`src/rtl/mul16_seq_ctrl.sv`:
```
// Iterative shift-and-add multiplier sequencer.
// It produces the low 16 bits of an unsigned 16x16 product.
// One 16-bit ripple adder is reused over up to 16 iterations.
// Control uses a start/busy/done handshake.

// 16-bit ripple-carry adder. There is no carry-out; the sum wraps modulo 2^16.
module fulladder16 (
    input  logic [15:0] a,
    input  logic [15:0] b,
    output logic [15:0] sum
);

    logic [15:0] carry_s;

    // Ripple the carry from bit 0 upward; the carry out of bit 15 is never formed.
    always_comb begin
        carry_s[0] = 1'b0;
        for (int i = 0; i < 15; i++) begin
            carry_s[i+1] = (a[i] & b[i]) | (carry_s[i] & (a[i] ^ b[i]));
        end
    end

    assign sum = a ^ b ^ carry_s;

endmodule

module mul16_seq_ctrl #(
    parameter bit EARLY_EXIT = 1'b1
) (
    input  logic        clk,
    input  logic        rst,
    input  logic        start,
    input  logic [15:0] a,
    input  logic [15:0] b,
    output logic        busy,
    output logic        done,
    output logic [15:0] product
);

    typedef enum logic [1:0] {
        IDLE = 2'd0,
        RUN  = 2'd1,
        DONE = 2'd2
    } state_t;

    state_t      state_r;
    state_t      state_nxt_s;
    logic [15:0] mcand_r;
    logic [15:0] mcand_nxt_s;
    logic [15:0] mplier_r;
    logic [15:0] mplier_nxt_s;
    logic [15:0] acc_r;
    logic [15:0] acc_nxt_s;
    logic [3:0]  cnt_r;
    logic [3:0]  cnt_nxt_s;
    logic        busy_r;
    logic        done_r;
    logic [15:0] sum_s;
    logic [15:0] mplier_shift_s;
    logic        last_iter_s;

    // The only adder in the block: acc + mcand.
    fulladder16 u_add (
        .a   (acc_r),
        .b   (mcand_r),
        .sum (sum_s)
    );

    assign mplier_shift_s = {1'b0, mplier_r[15:1]};

    // Stop after the 16th iteration. With early exit, also stop once no multiplier bits remain.
    always_comb begin
        if (cnt_r == 4'd15) begin
            last_iter_s = 1'b1;
        end else if ((EARLY_EXIT == 1'b1) && (mplier_shift_s == 16'd0)) begin
            last_iter_s = 1'b1;
        end else begin
            last_iter_s = 1'b0;
        end
    end

    // Next-state and datapath update; every register holds unless the state says otherwise.
    always_comb begin
        state_nxt_s  = state_r;
        mcand_nxt_s  = mcand_r;
        mplier_nxt_s = mplier_r;
        acc_nxt_s    = acc_r;
        cnt_nxt_s    = cnt_r;
        case (state_r)
            IDLE: begin
                if (start) begin
                    mcand_nxt_s  = a;
                    mplier_nxt_s = b;
                    acc_nxt_s    = 16'd0;
                    cnt_nxt_s    = 4'd0;
                    state_nxt_s  = RUN;
                end else begin
                    state_nxt_s  = IDLE;
                end
            end
            RUN: begin
                if (mplier_r[0]) begin
                    acc_nxt_s = sum_s;
                end else begin
                    acc_nxt_s = acc_r;
                end
                mcand_nxt_s  = {mcand_r[14:0], 1'b0};
                mplier_nxt_s = mplier_shift_s;
                cnt_nxt_s    = cnt_r + 4'd1;
                if (last_iter_s) begin
                    state_nxt_s = DONE;
                end else begin
                    state_nxt_s = RUN;
                end
            end
            DONE: begin
                state_nxt_s = IDLE;
            end
            default: begin
                state_nxt_s = IDLE;
            end
        endcase
    end

    // State and datapath registers with synchronous reset. busy and done are registered from the next state.
    always_ff @(posedge clk) begin
        if (rst) begin
            state_r  <= IDLE;
            mcand_r  <= 16'd0;
            mplier_r <= 16'd0;
            acc_r    <= 16'd0;
            cnt_r    <= 4'd0;
            busy_r   <= 1'b0;
            done_r   <= 1'b0;
        end else begin
            state_r  <= state_nxt_s;
            mcand_r  <= mcand_nxt_s;
            mplier_r <= mplier_nxt_s;
            acc_r    <= acc_nxt_s;
            cnt_r    <= cnt_nxt_s;
            busy_r   <= (state_nxt_s != IDLE);
            done_r   <= (state_nxt_s == DONE);
        end
    end

    assign busy    = busy_r;
    assign done    = done_r;
    assign product = acc_r;

endmodule

```
`config.mk`:
```
export PLATFORM = sky130hd
export DESIGN_NAME = mul16_seq_ctrl
export DESIGN_NICKNAME = d
export VERILOG_FILES = /design/src/rtl/mul16_seq_ctrl.sv
export SDC_FILE = /design/constraint.sdc
export NUM_CORES = 1
export LEC_CHECK = 0
export BUFFER_PORTS_ARGS = -buffer_cell sky130_fd_sc_hd__clkbuf_2
export CAP_MARGIN = 20
export CORE_UTILIZATION = 50
export CTS_CLUSTER_DIAMETER = 30
export CTS_CLUSTER_SIZE = 28
export DETAILED_ROUTE_END_ITERATION = 6
export GPL_TIMING_DRIVEN = 0
export PLACE_DENSITY_LB_ADDON = 0.2
export SYNTH_ARGS = -nofsm -noshare
export SYNTH_HDL_FRONTEND = slang
export SYNTH_SLANG_ARGS = --single-unit
```
`constraint.sdc`:
```
create_clock -name clk -period 18.4 [get_ports clk]
set_input_delay 1.84 -clock clk [delete_from_list [all_inputs] [get_ports clk]]
set_output_delay 1.84 -clock clk [all_outputs]
set_load 0.01 [all_outputs]
```
==> results.py <==
metrics = {
    "floorplanning": {
        "starting_density_pct": 52.6,
        "die-area_um2": 5780,
        "die-height_um": 76.0,
        "num_io_pins": 53,
        "core_um2": 5200,
        "die_w_um": 76.0,
        "rows": 26,
    },
    "logic_synthesis": {
        "synth_sequential_area_ratio_pct": 40.9,
        "area_share_of_the_leading_cell_type_in_the_synthesized_netlist_pct": 40.9,
        "syn_area_per_cell_um2": 9.13,
        "postSynthNetCount": 351,
        "async_set_or_reset_register_ratio_after_synthesis_pct": 0,
        "synth_top_cells_by_count": "56 x sky130_fd_sc_hd__dfxtp_1, 32 x sky130_fd_sc_hd__inv_1, 29 x sky130_fd_sc_hd__nor2_1",
        "post-synth-top-count-cell": "sky130_fd_sc_hd__dfxtp_1",
        "synth_cells": 300,
        "synthFlopType": "sky130_fd_sc_hd__dfxtp_1",
        "yosys_warnings": 0,
        "yosysTopAreaCell": "sky130_fd_sc_hd__dfxtp_1",
        "synth.lib_cells_used.distinct": 36,
        "synth_seq_cells": 56,
        "synth-edff-count": 0,
        "syn_area_um2": 2740,
        "synth.top_cells.by_area": "sky130_fd_sc_hd__dfxtp_1 41%, sky130_fd_sc_hd__fa_1 10%, sky130_fd_sc_hd__o2bb2ai_1 7.0%",
    },
    "timing": {
        "max-slew-margin-rel_pct": 55.9,
        "report.final.setup_viol": 0,
        "skew_ns": 0.0119,
        "final_min_period_over_clock_period_pct": 36.3,
        "finalSetupTns_ns": 0,
        "max_freq_mhz": 150,
        "whs_ns": 0.490,
        "tightest_slew_ns": 0.653,
        "rsz0062_at_grt": "false",
        "final_hold_viol_count": 0,
        "final_period_minus_worst_setup_slack_ns": 6.68,
        "finalMaxSlewViolations": 0,
    },
    "clock_network": {
        "clock_tree_buffer_depth": 2,
        "clock-sinks": 56,
        "path_clk_slew_ns": 0.10,
        "post_cts_buffers": 0,
        "clockRootBuffer": "sky130_fd_sc_hd__clkbuf_8",
        "cts_tree": "yes",
        "cts_hold_buffers": 0,
        "cts_inserted_buffers": 5,
        "htreeDepth": 2,
        "cts_resized": 0,
        "worstSkewPairLatency_ns": 0.32,
    },
    "power_and_ir_drop": {
        "cellPowerDensity_nw_per_um2": 77.8,
        "ir_drop_mv": 0.0577,
        "post-layout-total-power_uw": 247,
        "cellLeakagePower_nw": 1.20,
    },
    "detailed_routing": {
        "detailroute.via_count": 2426,
        "drt_drc_violations_left": 0,
        "wl_per_cell_um": 15.8,
        "drtPass1Iterations": 4,
        "drt_iter0_drc": 141,
        "detail_routed_via_count_per_cell": 5.66,
        "route.final.wire_length_um": 6760,
        "drt.antenna.violating_nets": 0,
    },
    "critical_path": {
        "end_kind": "register",
        "cp_slowest_cell": "sky130_fd_sc_hd__fa_1",
        "worstPathMaxFanout": 3,
        "crit_path_frequent_cell": "sky130_fd_sc_hd__fa_1",
        "worstPathBufferInverterCount": 3,
        "cp.required_ns": 18.61,
        "crit_arrival_ns": 6.88,
        "worstPathCellList": "ha_1, inv_1, fa_1, fa_1, fa_1, fa_1, fa_1, fa_1, fa_1, fa_1, fa_1, fa_1, fa_1, fa_1, inv_1, fa_1, inv_1, fa_1, xor2_1, and3_1, a211o_1",
        "crit_path_largest_cell_delay_ns": 0.41,
        "critPathKind": "register to register",
        "cp_top_family": "adder cells",
        "start_kind": "register",
    },
    "global_routing": {
        "grt_pass1_vias": 2368,
        "overflow": 0,
        "global_route_wire_length_before_repair_um": 11300,
        "grt.total_usage_pct": 24.6,
        "grt_max_degree": 16,
        "grt_antenna_before_repair": 0,
    },
    "cells_and_area": {
        "antenna_diode_instance_count": 0,
        "finish.instance_area_um2": 3170,
        "drive_above_1_share_pct": 17.8,
        "final_core_utilization_pct": 61.0,
        "design.final.nets": 409,
        "synthToLayoutAreaGrowth_pct": 15.8,
    },
    "min_path": {
        "hold_class": "register to register",
    },
    "placed_design": {
        "place_hpwl_um": 4840,
        "finalWeightedCongestion": 0.785,
        "port-buffer-count": 51,
        "placed_cell_area_um2": 3080,
    },
    "status": {
        "run_status": "complete, no violations",
    },
    "job": {
        "cap_viol_max_count": 0,
    },
}
==> cell families after synthesis <==
| kind of cell | count (synthesis) | synth area share, % |
|---|---|---|
| compound gates | 112 | 28.1 |
| buf+inv | 57 | 8.08 |
| flops | 56 | 40.9 |
| simple gates | 55 | 10.3 |
| fa+ha+maj | 16 | 11.1 |
| mux | 3 | 1.10 |
| xor+xnor | 1 | 0.320 |
==> state kept, by name, summed over array words and instances, names as in the netlist <==
register	flops
cnt_r	4
mplier_r	16
done	1
busy	1
product	16
state_r	2
mcand_r	16
==> cell usage in the layout (no fill, tap or decap) <==
master,n
sky130_fd_sc_hd__dfxtp_1,56
sky130_fd_sc_hd__clkbuf_2,51
sky130_fd_sc_hd__inv_1,32
sky130_fd_sc_hd__nor2_1,29
sky130_fd_sc_hd__o21ai_0,25
sky130_fd_sc_hd__a21oi_1,25
sky130_fd_sc_hd__o2bb2ai_1,22
sky130_fd_sc_hd__clkbuf_1,18
sky130_fd_sc_hd__fa_1,14
sky130_fd_sc_hd__a221oi_1,13
sky130_fd_sc_hd__a22o_1,9
sky130_fd_sc_hd__o22ai_1,7
sky130_fd_sc_hd__or4_1,7
sky130_fd_sc_hd__buf_2,6
sky130_fd_sc_hd__clkbuf_8,6
sky130_fd_sc_hd__buf_1,3
sky130_fd_sc_hd__a22oi_1,3
sky130_fd_sc_hd__mux2i_1,3
sky130_fd_sc_hd__nand3_1,3
sky130_fd_sc_hd__nor4_1,3
sky130_fd_sc_hd__nor3b_1,2
sky130_fd_sc_hd__nor2b_1,2
sky130_fd_sc_hd__nor3_1,2
sky130_fd_sc_hd__nand4_1,2
sky130_fd_sc_hd__a2111oi_0,2
sky130_fd_sc_hd__ha_1,2
sky130_fd_sc_hd__nand2b_1,1
sky130_fd_sc_hd__o21bai_1,1
sky130_fd_sc_hd__nand2_1,1
sky130_fd_sc_hd__o21ba_2,1
sky130_fd_sc_hd__o21a_1,1
sky130_fd_sc_hd__nor4bb_1,1
sky130_fd_sc_hd__xor2_1,1
sky130_fd_sc_hd__and3_1,1
sky130_fd_sc_hd__nand4bb_1,1
sky130_fd_sc_hd__a211o_1,1
sky130_fd_sc_hd__o31ai_1,1
sky130_fd_sc_hd__o211a_1,1
==> metrics by stage <==
step	setup WS, ns	instances
after global placement	11.77	421
after global routing	11.46	429
after floorplan	12.00	300
final	11.72	429
after detailed placement	11.76	421
after CTS	11.74	429
==> area by class of cell <==
cell class                 count  area, µm²
buffer                        25        101
clock buffer                   8       90.1
fill                         491       2030
inverter                      32        120
multi-input combinational    187       1400
sequential                    56       1120
tap                           70       87.6
timing repair buffer          51        255
==> where the power goes <==
part           internal, mW  switching (mW)  total [mW]
Clock                0.0309          0.0400      0.0709
Combinational        0.0171          0.0244      0.0415
Sequential            0.129         0.00521       0.135
==> path summary, 6_finish.rpt <==
kind | startpoint | to | slack [ns] | depth (start not counted)
setup / recovery | product[0] | product[15] | 11.72 | 21
hold / removal | product[7] | product[7] | 0.49 | 1
setup reg to reg | product[0] | product[15] | 11.72 | 21
hold reg to reg | product[7] | product[7] | 0.49 | 1
==> per-layer routing <==
| metal | global-route usage [%] | vias up | part of all wire (%) | routed length, µm |
|---|---|---|---|---|
| met5 | 0 | - | 0 | 0 |
| met4 | 8.08 | 0 | 1.3 | 87 |
| met3 | 4.79 | 10 | 4.7 | 316 |
| met2 | 38.1 | 69 | 48 | 3230 |
| met1 | 34.6 | 1153 | 46 | 3130 |
| li1 | - | 1194 | - | - |
No activity file was read; power rests on OpenSTA's default activity.
